==> src/rtl/gbfwei_rd_stream.sv <==
// Weight global-buffer read streamer: turns a (base, len) command into single-word
// SRAM reads, absorbs the 1-cycle read latency in a 2-entry FIFO and presents the
// words on a valid/ready stream with a last flag. Writes to the SRAM always win.
module gbfwei_rd_stream #(
  parameter int unsigned SRAM_DEPTH_BIT = 6,
  parameter int unsigned SRAM_WIDTH     = 28,
  parameter int unsigned LEN_BIT        = SRAM_DEPTH_BIT + 1
) (
  input  logic                      clk_i,
  input  logic                      rst_ni,
  input  logic                      cfg_start_i,
  input  logic [SRAM_DEPTH_BIT-1:0] cfg_base_i,
  input  logic [LEN_BIT-1:0]        cfg_len_i,
  output logic                      busy_o,
  output logic                      done_o,
  output logic [SRAM_DEPTH_BIT-1:0] ram_addr_r_o,
  output logic                      ram_read_en_o,
  input  logic [SRAM_WIDTH-1:0]     ram_data_out_i,
  input  logic                      ram_wr_active_i,
  output logic [SRAM_WIDTH-1:0]     out_data_o,
  output logic                      out_valid_o,
  input  logic                      out_ready_i,
  output logic                      out_last_o
);

  typedef enum logic [1:0] {StIdle, StRun, StDrain} state_e;

  state_e                    state_q, state_d;
  logic [SRAM_DEPTH_BIT-1:0] base_q, base_d;
  logic [LEN_BIT-1:0]        len_q, len_d;
  logic [LEN_BIT-1:0]        issued_q, issued_d;
  logic                      done_q, done_d;
  logic                      inflight_q, inflight_last_q;

  logic [SRAM_WIDTH-1:0]     fifo_data_q [2];
  logic                      fifo_last_q [2];
  logic                      rd_ptr_q, wr_ptr_q;
  logic [1:0]                count_q;

  logic                      pop;
  logic                      rd_en;
  logic                      last_issue;
  logic [2:0]                occ_after_pop;

  // Stream side is a direct view of the FIFO head.
  always_comb begin
    out_valid_o = (count_q != 2'd0);
    out_data_o  = fifo_data_q[rd_ptr_q];
    out_last_o  = fifo_last_q[rd_ptr_q];
    pop         = out_valid_o & out_ready_i;
  end

  // Read issue: only issue when the word is guaranteed a FIFO slot on arrival.
  always_comb begin
    occ_after_pop = 3'(count_q) + 3'(inflight_q) - 3'(pop);
    rd_en         = (state_q == StRun) && !ram_wr_active_i && (occ_after_pop < 3'd2);
    last_issue    = rd_en && (issued_q == (len_q - LEN_BIT'(1)));
    ram_read_en_o = rd_en;
    ram_addr_r_o  = base_q + issued_q[SRAM_DEPTH_BIT-1:0];
    busy_o        = (state_q != StIdle);
    done_o        = done_q;
  end

  // Command FSM next state.
  always_comb begin
    state_d  = state_q;
    base_d   = base_q;
    len_d    = len_q;
    issued_d = issued_q;
    done_d   = 1'b0;
    unique case (state_q)
      StIdle: begin
        if (cfg_start_i) begin
          if (cfg_len_i != '0) begin
            base_d   = cfg_base_i;
            len_d    = cfg_len_i;
            issued_d = '0;
            state_d  = StRun;
          end else begin
            // Empty command completes immediately without touching the SRAM.
            done_d = 1'b1;
          end
        end
      end
      StRun: begin
        if (rd_en) begin
          issued_d = issued_q + LEN_BIT'(1);
          if (last_issue) state_d = StDrain;
        end
      end
      StDrain: begin
        if (pop && out_last_o) begin
          state_d = StIdle;
          done_d  = 1'b1;
        end
      end
      default: state_d = StIdle;
    endcase
  end

  // Command state registers.
  always_ff @(posedge clk_i or negedge rst_ni) begin
    if (!rst_ni) begin
      state_q  <= StIdle;
      base_q   <= '0;
      len_q    <= '0;
      issued_q <= '0;
      done_q   <= 1'b0;
    end else begin
      state_q  <= state_d;
      base_q   <= base_d;
      len_q    <= len_d;
      issued_q <= issued_d;
      done_q   <= done_d;
    end
  end

  // Read latency tracking and 2-entry output FIFO.
  always_ff @(posedge clk_i or negedge rst_ni) begin
    if (!rst_ni) begin
      inflight_q      <= 1'b0;
      inflight_last_q <= 1'b0;
      fifo_data_q[0]  <= '0;
      fifo_data_q[1]  <= '0;
      fifo_last_q[0]  <= 1'b0;
      fifo_last_q[1]  <= 1'b0;
      rd_ptr_q        <= 1'b0;
      wr_ptr_q        <= 1'b0;
      count_q         <= 2'd0;
    end else begin
      inflight_q      <= rd_en;
      inflight_last_q <= last_issue;
      if (inflight_q) begin
        fifo_data_q[wr_ptr_q] <= ram_data_out_i;
        fifo_last_q[wr_ptr_q] <= inflight_last_q;
        wr_ptr_q              <= ~wr_ptr_q;
      end
      if (pop) rd_ptr_q <= ~rd_ptr_q;
      count_q <= count_q + 2'(inflight_q) - 2'(pop);
    end
  end

endmodule

==> config.mk <==
export PLATFORM = sky130hd
export DESIGN_NAME = gbfwei_rd_stream
export DESIGN_NICKNAME = d
export VERILOG_FILES = /design/src/rtl/gbfwei_rd_stream.sv
export SDC_FILE = /design/constraint.sdc
export NUM_CORES = 1
export LEC_CHECK = 0
export CORE_MARGIN = 2
export CORE_UTILIZATION = 25
export DETAILED_ROUTE_END_ITERATION = 10
export PLACE_DENSITY = 0.48
export REMOVE_ABC_BUFFERS = 1
export SKIP_CTS_REPAIR_TIMING = 1
export SLEW_MARGIN = 20
export SYNTH_ARGS = -nofsm -noshare
export SYNTH_HDL_FRONTEND = slang
export SYNTH_SLANG_ARGS = --single-unit
==> constraint.sdc <==
create_clock -name clk_i -period 3 [get_ports clk_i]
set_input_delay 0.3 -clock clk_i [delete_from_list [all_inputs] [get_ports clk_i]]
set_output_delay 0.3 -clock clk_i [all_outputs]
set_load 0.02 [all_outputs]
==> impl_metrics.tcl, run 1 <==
set metrics [dict create \
    p_seq_share_pct 32.1 \
    yosysTopAreaCell "dfrtp_1" \
    synth_most_common_cell "mux2_2" \
    critPathTopFamily "compound AO/OA/AOI/OAI gates" \
    diodes 0 \
    die_area_sq_mm 0.0175 \
    fmax_mhz 354 \
    synth_compound_area_share_pct 3.64 \
    grt_max_degree 43 \
    p_sw_uw 2200 \
    period_needed_ns 2.83 \
    tightest_slew_ns 0.596 \
    peakVddDrop_mv 0.736 \
    portBuffers 84 \
    synthTopCellsByCount "mux2_2 (98), dfrtp_1 (87), xnor2_1 (15), inv_1 (12), nand2_1 (10)" \
    clockRootBuffer "clkbuf_16" \
    crit_slowest_cell "clkdlybuf4s50_1" \
    setup_viol 0 \
    clk_path_buf_depth 2 \
    synth-edff-count 0 \
    ios 85 \
    clock-skew-final_ns 0.00795 \
    critPathMaxStageDelay_ns 0.63 \
    wire_per_inst_um 14.7 \
    synth.area.top_cells "dfrtp_1 (53%), mux2_2 (27%), xnor2_1 (3.2%)" \
    timing.rr.end "issued_q[0]$_DFFE_PN0P_" \
    ys.flop_type "dfrtp_1" \
    rsz0062_at_grt "false" \
    die_w_um 132 \
    reg2regPathDepth 9 \
    fin_crit_sh_pct 94.3 \
    hpwl_um 6230 \
    p_comb_share_pct 49.0 \
    fp.dieH_um 132 \
    core_area_sq_mm 0.0160 \
    grt_usage_pct 11.1 \
    cellPowerDensity_mw_per_mm2 1130 \
    synthXorXnorAreaFrac_pct 4.68 \
    synth_top_family_by_area "multiplexers" \
    synthAdderAreaFrac_pct 3.40 \
    synth_top_area_share_pct 52.8 \
    synth-seq-cells 87 \
    routabilityCongestion 0.736 \
    cts_tree "yes" \
    synth_simple_gate_area_share_pct 6.41 \
    intPower_uw 4160 \
    synth.distinct_cells 37 \
    start_util_pct 25.8 \
    drc 0 \
    clock_latency_ns 0.35 \
    htreeDepth 3 \
    syn_area_per_cell_sq_um 13.5 \
    total_power_uw 6360 \
    hold_viol 0 \
    leakage_uw 0.00234 \
    cts_sinks 87 \
    timing.setup.tns_ns 0 \
    area_delta_synth_final_pct 36.2 \
    status "complete, no violations" \
    rows 46 \
    cp_data_required_time_ns 2.70 \
    crit_top_cell "a21oi_1" \
    synth_area_sq_mm 0.00412 \
    synth_cells 305 \
    cap_viol_max_count 0 \
    worstPathCellList "ha_1 > a21o_1 > a21oi_1 > o21bai_1 > a21oi_1 > xnor2_1 > clkdlybuf4s50_1" \
    grt_overflow_total 0 \
    synthArstFlopShare_pct 100 \
    r2r_slack_ns 0.23 \
    synth-seq-area-share_pct 52.8 \
    antenna_left 0 \
    clk_pin_slew_ns 0.06 \
    drt_first_pass_iters 4 \
    power_frac_clock_pct 18.9 \
    antenna_found_initial 0 \
    grt_pass1_vias 2888 \
    worstPathArrival_ns 2.53 \
    crit_path_end_kind "output port" \
    vias 2641 \
    path_buf_inv 1 \
    critPathKind "flop to output port" \
    yosysWarnings 0 \
    relSlewSlack_pct 59.9 \
    synthMuxAreaShare_pct 26.8 \
    cts_buffers 9 \
    grt_pass1_wl_um 15100 \
    hold_path_class "input pin to async pin" \
    drv_slew 0 \
    drive_gt1_share_pct 32.7 \
    crit_path_start_kind "flop" \
    critPathMaxFanout 6 \
    swShare_pct 34.5 \
    routed_wl_um 9110 \
    fin_nets 455 \
    r2r-start "count_q[1]$_DFF_PN0_" \
    drt-initial-drc-count 74 \
    via_per_inst 4.26 \
]
==> area by class of cell <==
class | count | area (sq um)
repair buffers | 95 | 938
multi-input cells | 194 | 1860
clock inverters | 6 | 92.6
fillers | 1605 | 10400
flip-flops and latches | 87 | 2180
clock buffers | 10 | 229
inverters | 12 | 45.0
well taps | 216 | 270
==> metal layers <==
metal	vias up	track usage, %	share of wire, %
met5	-	0	0
met4	0	3.88	1.7
met3	14	4.08	5.0
met2	69	18.0	47
met1	1295	13.8	46
li1	1263	-	-
==> kinds of logic (layout without fill, tap and decap cells) <==
logic type / after synthesis / after routing
compound gates: 19 / 19
buf+inv: 24 / 123
xor+xnor: 22 / 22
flops: 87 / 87
simple gates: 45 / 45
mux: 98 / 98
fa+ha+maj: 10 / 10
==> power by group through the flow <==
stage / registers (uW) / logic (uW) / clock network [uW]
floorplan: 1990 / 1960 / 0
global placement: 2040 / 3130 / 0
detailed placement: 2070 / 3150 / 0
CTS: 2050 / 3170 / 1260
global route: 2120 / 3350 / 1320
finish: 2040 / 3110 / 1200
==> worst max path at each step <==
stage,from,end,slack (ns),cells past startpoint
floorplan,count_q[1]$_DFF_PN0_,state_q[0]$_DFFE_PN0P_,0.33,9
finish,issued_q[1]$_DFFE_PN0P_,ram_addr_r_o[5],0.17,7
CTS,out_ready_i,ram_read_en_o,-0.22,8
global placement,out_ready_i,ram_read_en_o,-0.22,8
detailed placement,out_ready_i,ram_read_en_o,-0.21,8
global route,issued_q[1]$_DFFE_PN0P_,ram_addr_r_o[5],0.004,7
==> cells in the final DEF, fill, tap and decap left out, drive strengths merged, types with 2 or more instances in the layout <==
master / netlist / final
a21o: 2 / 2
a21oi: 6 / 6
buf: 5 / 11
bufinv: 0 / 2
clkbuf: 7 / 10
clkdlybuf4s50: 0 / 82
clkinvlp: 0 / 2
dfrtp: 87 / 87
fa: 2 / 2
ha: 8 / 8
inv: 12 / 13
mux2: 98 / 98
nand2: 10 / 10
nand2b: 3 / 3
nand3: 5 / 5
nand4: 2 / 2
nor2: 9 / 9
nor3: 4 / 4
nor3b: 2 / 2
nor4: 3 / 3
o21ai: 4 / 4
o21bai: 2 / 2
xnor2: 15 / 15
xor2: 7 / 7
==> stage by stage <==
step	cells	instance area [sq um]	setup WS, ns	util [%]	hold slack [ns]
global route	620	5610	0.00382	35.1	0.519
finish	620	5610	0.171	35.1	0.480
CTS	619	5600	-0.221	35.0	-0.0441
detailed placement	603	5280	-0.205	33.0	0.333
floorplan	293	4070	0.332	-	0.00441
global placement	603	5280	-0.217	33.0	0.328
==> worst register-to-register path: stages (launching register included) <==
cell	delay, ns
dfrtp_1	0.40
nand3_1	0.10
o21ai_0	0.09
ha_1	0.20
fa_1	0.47
or4b_4	0.52
buf_4	0.15
a2bb2oi_2	0.19
or2_1	0.27
mux2_2	0.26
==> registers in the layout, summed over array words and instances (netlist names) <==
| signal | cells |
|---|---|
| fifo_last_q | 2 |
| wr_ptr_q | 1 |
| len_q | 7 |
| fifo_data_q | 56 |
| done_o | 1 |
| inflight_q | 1 |
| count_q | 2 |
| base_q | 6 |
| inflight_last_q | 1 |
| rd_ptr_q | 1 |
| state_q | 2 |
| issued_q | 7 |
(Power assumes the default switching activity.)
==> inputs of run 2 (changes only) <==
==> constraint.sdc (replaced) <==
create_clock -name clk_i -period 3.01 [get_ports clk_i]
set_input_delay 0.301 -clock clk_i [delete_from_list [all_inputs] [get_ports clk_i]]
set_output_delay 0.301 -clock clk_i [all_outputs]
set_load 0.02 [all_outputs]
==> impl_metrics.tcl, run 2 (synthesized netlist as in run 1, its figures left out) <==
set metrics [dict create \
    fin_crit_sh_pct 94.1 \
    portBuffers 84 \
    clockRootBuffer "clkbuf_16" \
    layout_commonest_cell "mux2_2" \
    relSlewSlack_pct 62.2 \
    hpwl_um 6270 \
    clk_pin_slew_ns 0.07 \
    clk_path_buf_depth 2 \
    die_area_sq_mm 0.0175 \
    grt_pass1_wl_um 15300 \
    antenna_left 0 \
    largest_register_ffs 56 \
    r2r-start "count_q[1]$_DFF_PN0_" \
    cellPowerDensity_mw_per_mm2 1110 \
    drt-initial-drc-count 91 \
    antenna_found_initial 0 \
    layout_common_cells "mux2_2 (98), dfrtp_1 (87), clkdlybuf4s50_1 (82)" \
    timing.setup.tns_ns 0 \
    critPathMaxFanout 6 \
    status "complete, no violations" \
    drv_slew 0 \
    wire_per_inst_um 15.0 \
    rsz0062_at_grt "false" \
    vias 2642 \
    final_area_sq_mm 0.00555 \
    top_regs "fifo_data_q: 56 flops, issued_q: 7 flops, len_q: 7 flops" \
    area_delta_synth_final_pct 34.8 \
    hold_path_class "input pin to async pin" \
    start_util_pct 25.8 \
    fill_cells 1606 \
    cap_viol_max_count 0 \
    grt_pass1_vias 2895 \
    ios 85 \
    via_per_inst 4.27 \
    grt_overflow_total 0 \
    leakage_uw 0.00230 \
    hold_viol 0 \
    drc 0 \
    fin_nets 455 \
    rows 46 \
    fmax_mhz 353 \
    area.sequential_sq_mm 0.00218 \
    setup_viol 0 \
    path_buf_inv 2 \
    dpl_cell_area_sq_mm 0.00528 \
    tightest_slew_ns 0.562 \
    routabilityCongestion 0.737 \
    worstPathCellList "clkdlybuf4s50_1 > nand3_1 > o21ai_0 > ha_1 > fa_1 > or4b_4 > buf_4 > a2bb2oi_2 > or2_1 > mux2_2" \
    cts_tree "yes" \
    grt_usage_pct 11.3 \
    drive_gt1_share_pct 33.0 \
    crit_path_start_kind "input pin" \
    crit_path_end_kind "flop" \
    cp_data_required_time_ns 3.24 \
    clock_latency_ns 0.35 \
    core_area_sq_mm 0.0160 \
    period_needed_ns 2.83 \
    grt_max_degree 43 \
    routed_wl_um 9300 \
    worstPathArrival_ns 3.06 \
    timing.rr.end "issued_q[0]$_DFFE_PN0P_" \
    critPathMaxStageDelay_ns 0.52 \
    largest-register "fifo_data_q" \
    peakVddDrop_mv 0.718 \
    critPathTopFamily "simple AND/OR/NAND/NOR gates" \
    cts_sinks 87 \
    crit_slowest_cell "or4b_4" \
    htreeDepth 3 \
    reg2regPathDepth 9 \
    clock-skew-final_ns 0.0127 \
    fp.dieH_um 132 \
    critPathKind "input pin to flop" \
    cts_buffers 9 \
    die_w_um 132 \
    drt_first_pass_iters 4 \
    multiInputGateArea_sq_mm 0.00186 \
    r2r_slack_ns 0.19 \
    diodes 0 \
]
[run 2: metrics by stage]
stage / setup slack [ns] / std cells / total power, uW / hold WS, ns / util (%)
finish: 0.178 / 619 / 6170 / 0.488 / 34.7
global route: 0.00798 / 619 / 6590 / 0.519 / 34.7
CTS: -0.256 / 618 / 6290 / -0.0452 / 34.7
detailed placement: -0.220 / 603 / 5200 / 0.337 / 33.0
global placement: -0.187 / 603 / 5150 / 0.332 / 33.0
floorplan: 0.342 / 293 / 3940 / 0.00541 / -
[run 2: worst max path at each step]
stage	startpoint	endpoint	slack, ns	depth (start not counted)
after floorplan	count_q[1]$_DFF_PN0_	state_q[0]$_DFFE_PN0P_	0.34	9
after global placement	out_ready_i	ram_read_en_o	-0.19	8
after detailed placement	out_ready_i	ram_read_en_o	-0.22	8
after CTS	count_q[1]$_DFF_PN0_	ram_read_en_o	-0.26	7
after global routing	out_ready_i	issued_q[6]$_DFFE_PN0P_	0.008	11
final	out_ready_i	issued_q[0]$_DFFE_PN0P_	0.18	10
[run 2: worst reg2reg max path: stages (launching register included)]
cell and delay, ns:
dfrtp_1 0.41, nand3_1 0.11, o21ai_0 0.10, ha_1 0.20
fa_1 0.48, or4b_4 0.52, buf_4 0.15, a2bb2oi_2 0.19
or2_1 0.27, mux2_2 0.26
[run 2: cell type report]
type                    count  area share [%]
clock buffers               9            4.06
clock inverters             6           0.834
inverters                  12           0.811
multi-input cells         194            33.5
flip-flops and latches     87            39.2
well taps                 216            4.87
repair buffers             95            16.8
[run 2: power by group]
group	internal [uW]	leakage [uW]	switching (uW)
logic	1710	0.00112	1390
clock network	558	0.000128	475
registers	1700	0.00105	334
total	3970	0.00230	2200
[run 2: layer usage]
layer | routed length [um] | up-vias | global-route usage, % | part of all wire, %
met1 | 4290 | 1301 | 14.2 | 46
met4 | 139 | 0 | 3.94 | 1.5
met2 | 4450 | 66 | 18.3 | 48
met5 | 0 | - | 0 | 0
met3 | 415 | 14 | 3.50 | 4.5
li1 | - | 1261 | - | -
==> inputs of run 3 (changes only) <==
--- a/config.mk
+++ b/config.mk
@@ -5,8 +5,10 @@
 export SDC_FILE = /design/constraint.sdc
 export NUM_CORES = 1
 export LEC_CHECK = 0
+export ABC_AREA = 1
 export CORE_MARGIN = 2
 export CORE_UTILIZATION = 25
+export CTS_CLUSTER_SIZE = 30
 export DETAILED_ROUTE_END_ITERATION = 10
 export PLACE_DENSITY = 0.48
 export REMOVE_ABC_BUFFERS = 1
==> impl_metrics.tcl, run 3 <==
set metrics [dict create \
    rows 48 \
    grt_usage_pct 12.2 \
    fin_crit_sh_pct 93.8 \
    cts_sinks 87 \
    tightest_slew_ns 1.03 \
    top_regs "fifo_data_q: 56 flops, issued_q: 7 flops, len_q: 7 flops" \
    synth-edff-count 0 \
    grt_pass1_vias 3471 \
    antenna_found_initial 0 \
    layout_common_cells "nand2_1 (221), dfrtp_1 (87), clkdlybuf4s50_1 (82)" \
    ios 85 \
    synthArstFlopShare_pct 100 \
    drive_gt1_share_pct 5.98 \
    drt-initial-drc-count 260 \
    start_util_pct 25.3 \
    synth-seq-cells 87 \
    cts_tree "yes" \
    routabilityCongestion 0.769 \
    synth.area.top_cells "dfrtp_1 (50%), nand2_1 (19%), o21ai_0 (7.5%)" \
    relSlewSlack_pct 31.3 \
    min_from "fifo_data_q[19]$_DFFE_PN0P_" \
    crit_path_start_kind "flop" \
    synth.distinct_cells 28 \
    fin_nets 687 \
    clock-skew-final_ns 0.00562 \
    core_area_sq_mm 0.0171 \
    vias 3569 \
    area_delta_synth_final_pct 31.3 \
    peakVddDrop_mv 0.820 \
    critPathKind "flop to output port" \
    grt_overflow_total 0 \
    cp_data_required_time_ns 2.71 \
    cap_viol_max_count 0 \
    layout_commonest_cell "nand2_1" \
    ys.flop_type "dfrtp_1" \
    hpwl_um 7190 \
    period_needed_ns 2.82 \
    leakage_uw 0.00292 \
    fmax_mhz 354 \
    die_w_um 136 \
    dpl_cell_area_sq_mm 0.00540 \
    drc 0 \
    portBuffers 84 \
    drt_first_pass_iters 4 \
    synth_top_area_share_pct 50.3 \
    yosysTopAreaCell "dfrtp_1" \
    hold_path_class "flop to flop" \
    fp.dieH_um 136 \
    synth_most_common_cell "nand2_1" \
    synth_cells 549 \
    grt_max_degree 60 \
    htreeDepth 3 \
    critPathLaunch "issued_q[0]$_DFFE_PN0P_" \
    routed_wl_um 10500 \
    status "complete, no violations" \
    finish.utilization_pct 33.2 \
    die_area_sq_mm 0.0184 \
    clockRootBuffer "clkbuf_16" \
    wire_per_inst_um 12.2 \
    drv_slew 0 \
    hold_viol 0 \
    clock_latency_ns 0.34 \
    largest_register_ffs 56 \
    synthTopCellsByCount "nand2_1 (222), dfrtp_1 (87), inv_1 (75), o21ai_0 (65), nor2_1 (15)" \
    antenna_left 0 \
    critPathMaxFanout 6 \
    crit_path_end_kind "output port" \
    clk_path_buf_depth 2 \
    reg2regPathDepth 19 \
    yosysWarnings 0 \
    largest-register "fifo_data_q" \
    synth-seq-area-share_pct 50.3 \
    setup_viol 0 \
    hold_depth 2 \
    synth_area_sq_mm 0.00433 \
    syn_area_per_cell_sq_um 7.89 \
    grt_pass1_wl_um 17400 \
    final_area_sq_mm 0.00569 \
    diodes 0 \
    cellPowerDensity_mw_per_mm2 1100 \
    cts_buffers 9 \
    r2r-start "count_q[1]$_DFF_PN0_" \
    rsz0062_at_grt "false" \
    via_per_inst 4.15 \
    clk_pin_slew_ns 0.06 \
    worstPathArrival_ns 2.52 \
    finalHoldWorstSlack_ns 0.482 \
]
==> run 3: changes by cell type after synthesis, moves of 4 or more <==
cell and delta:
nand2_1 +212, mux2_2 -98, inv_1 +63, o21ai_0 +61, xnor2_1 -9, nor2_1 +7, o21ai_1 +7, o21ai_2 +6
buf_2 +4, buf_6 +4
==> run 3: cells by family (layout without fill, tap and decap cells) <==
| logic type | count (synthesis) | after routing | share of synthesized area (%) |
|---|---|---|---|
| buf+inv | 98 | 184 | 9.39 |
| xor+xnor | 16 | 16 | 3.24 |
| flops | 87 | 87 | 50.3 |
| compound gates | 83 | 83 | 10.2 |
| fa+ha+maj | 10 | 10 | 3.24 |
| simple gates | 255 | 255 | 23.6 |
==> run 3: path summary, 6_finish.rpt <==
check	endpoint	slack, ns
setup / recovery	ram_addr_r_o[4]	0.19
hold / removal	fifo_data_q[19]$_DFFE_PN0P_	0.48
setup reg to reg	state_q[0]$_DFFE_PN0P_	0.46
hold reg to reg	fifo_data_q[19]$_DFFE_PN0P_	0.48
max in group asynchronous	base_q[2]$_DFFE_PN0P_	1.72
min in group asynchronous	fifo_data_q[42]$_DFFE_PN0P_	0.49
==> run 3: cell type report <==
class	instances	area [sq um]
clock buffer	11	253
clock inverter	4	30.0
fill	1805	11400
inverter	75	282
multi-input combinational	364	1750
sequential	87	2180
tap	225	282
timing repair buffer	94	913
==> run 3: worst max-delay path, cell delays in order, from the launching register on <==
cell,delay (ns)
dfrtp_1,0.47
ha_1,0.21
inv_1,0.06
fa_1,0.39
o21ai_0,0.25
xor2_1,0.17
clkdlybuf4s50_1,0.62
==> run 3: per-stage QoR <==
| stage | TNS (ns) | setup slack (ns) | power (uW) | cells |
|---|---|---|---|---|
| finish | 0 | 0.187 | 6260 | 860 |
| global route | 0 | 0.00705 | 6820 | 860 |
| global placement | 0 | 0.0201 | 5210 | 844 |
| CTS | -0.237 | -0.237 | 6380 | 859 |
| detailed placement | -0.0171 | -0.0171 | 5260 | 844 |
| floorplan | 0 | 0.652 | 3870 | 526 |
==> run 3: layer usage <==
| metal | GRT usage (%) | vias up | part of all wire (%) |
|---|---|---|---|
| li1 | - | 1837 | - |
| met2 | 19.4 | 99 | 45 |
| met5 | 0 | - | 0 |
| met3 | 3.93 | 10 | 6.5 |
| met1 | 15.9 | 1623 | 47 |
| met4 | 3.70 | 0 | 1.3 |
==> run 3: power breakdown <==
| group | internal [uW] | total [uW] | switching, uW |
|---|---|---|---|
| logic | 1380 | 3170 | 1790 |
| registers | 1690 | 2020 | 336 |
| clock network | 603 | 1060 | 460 |
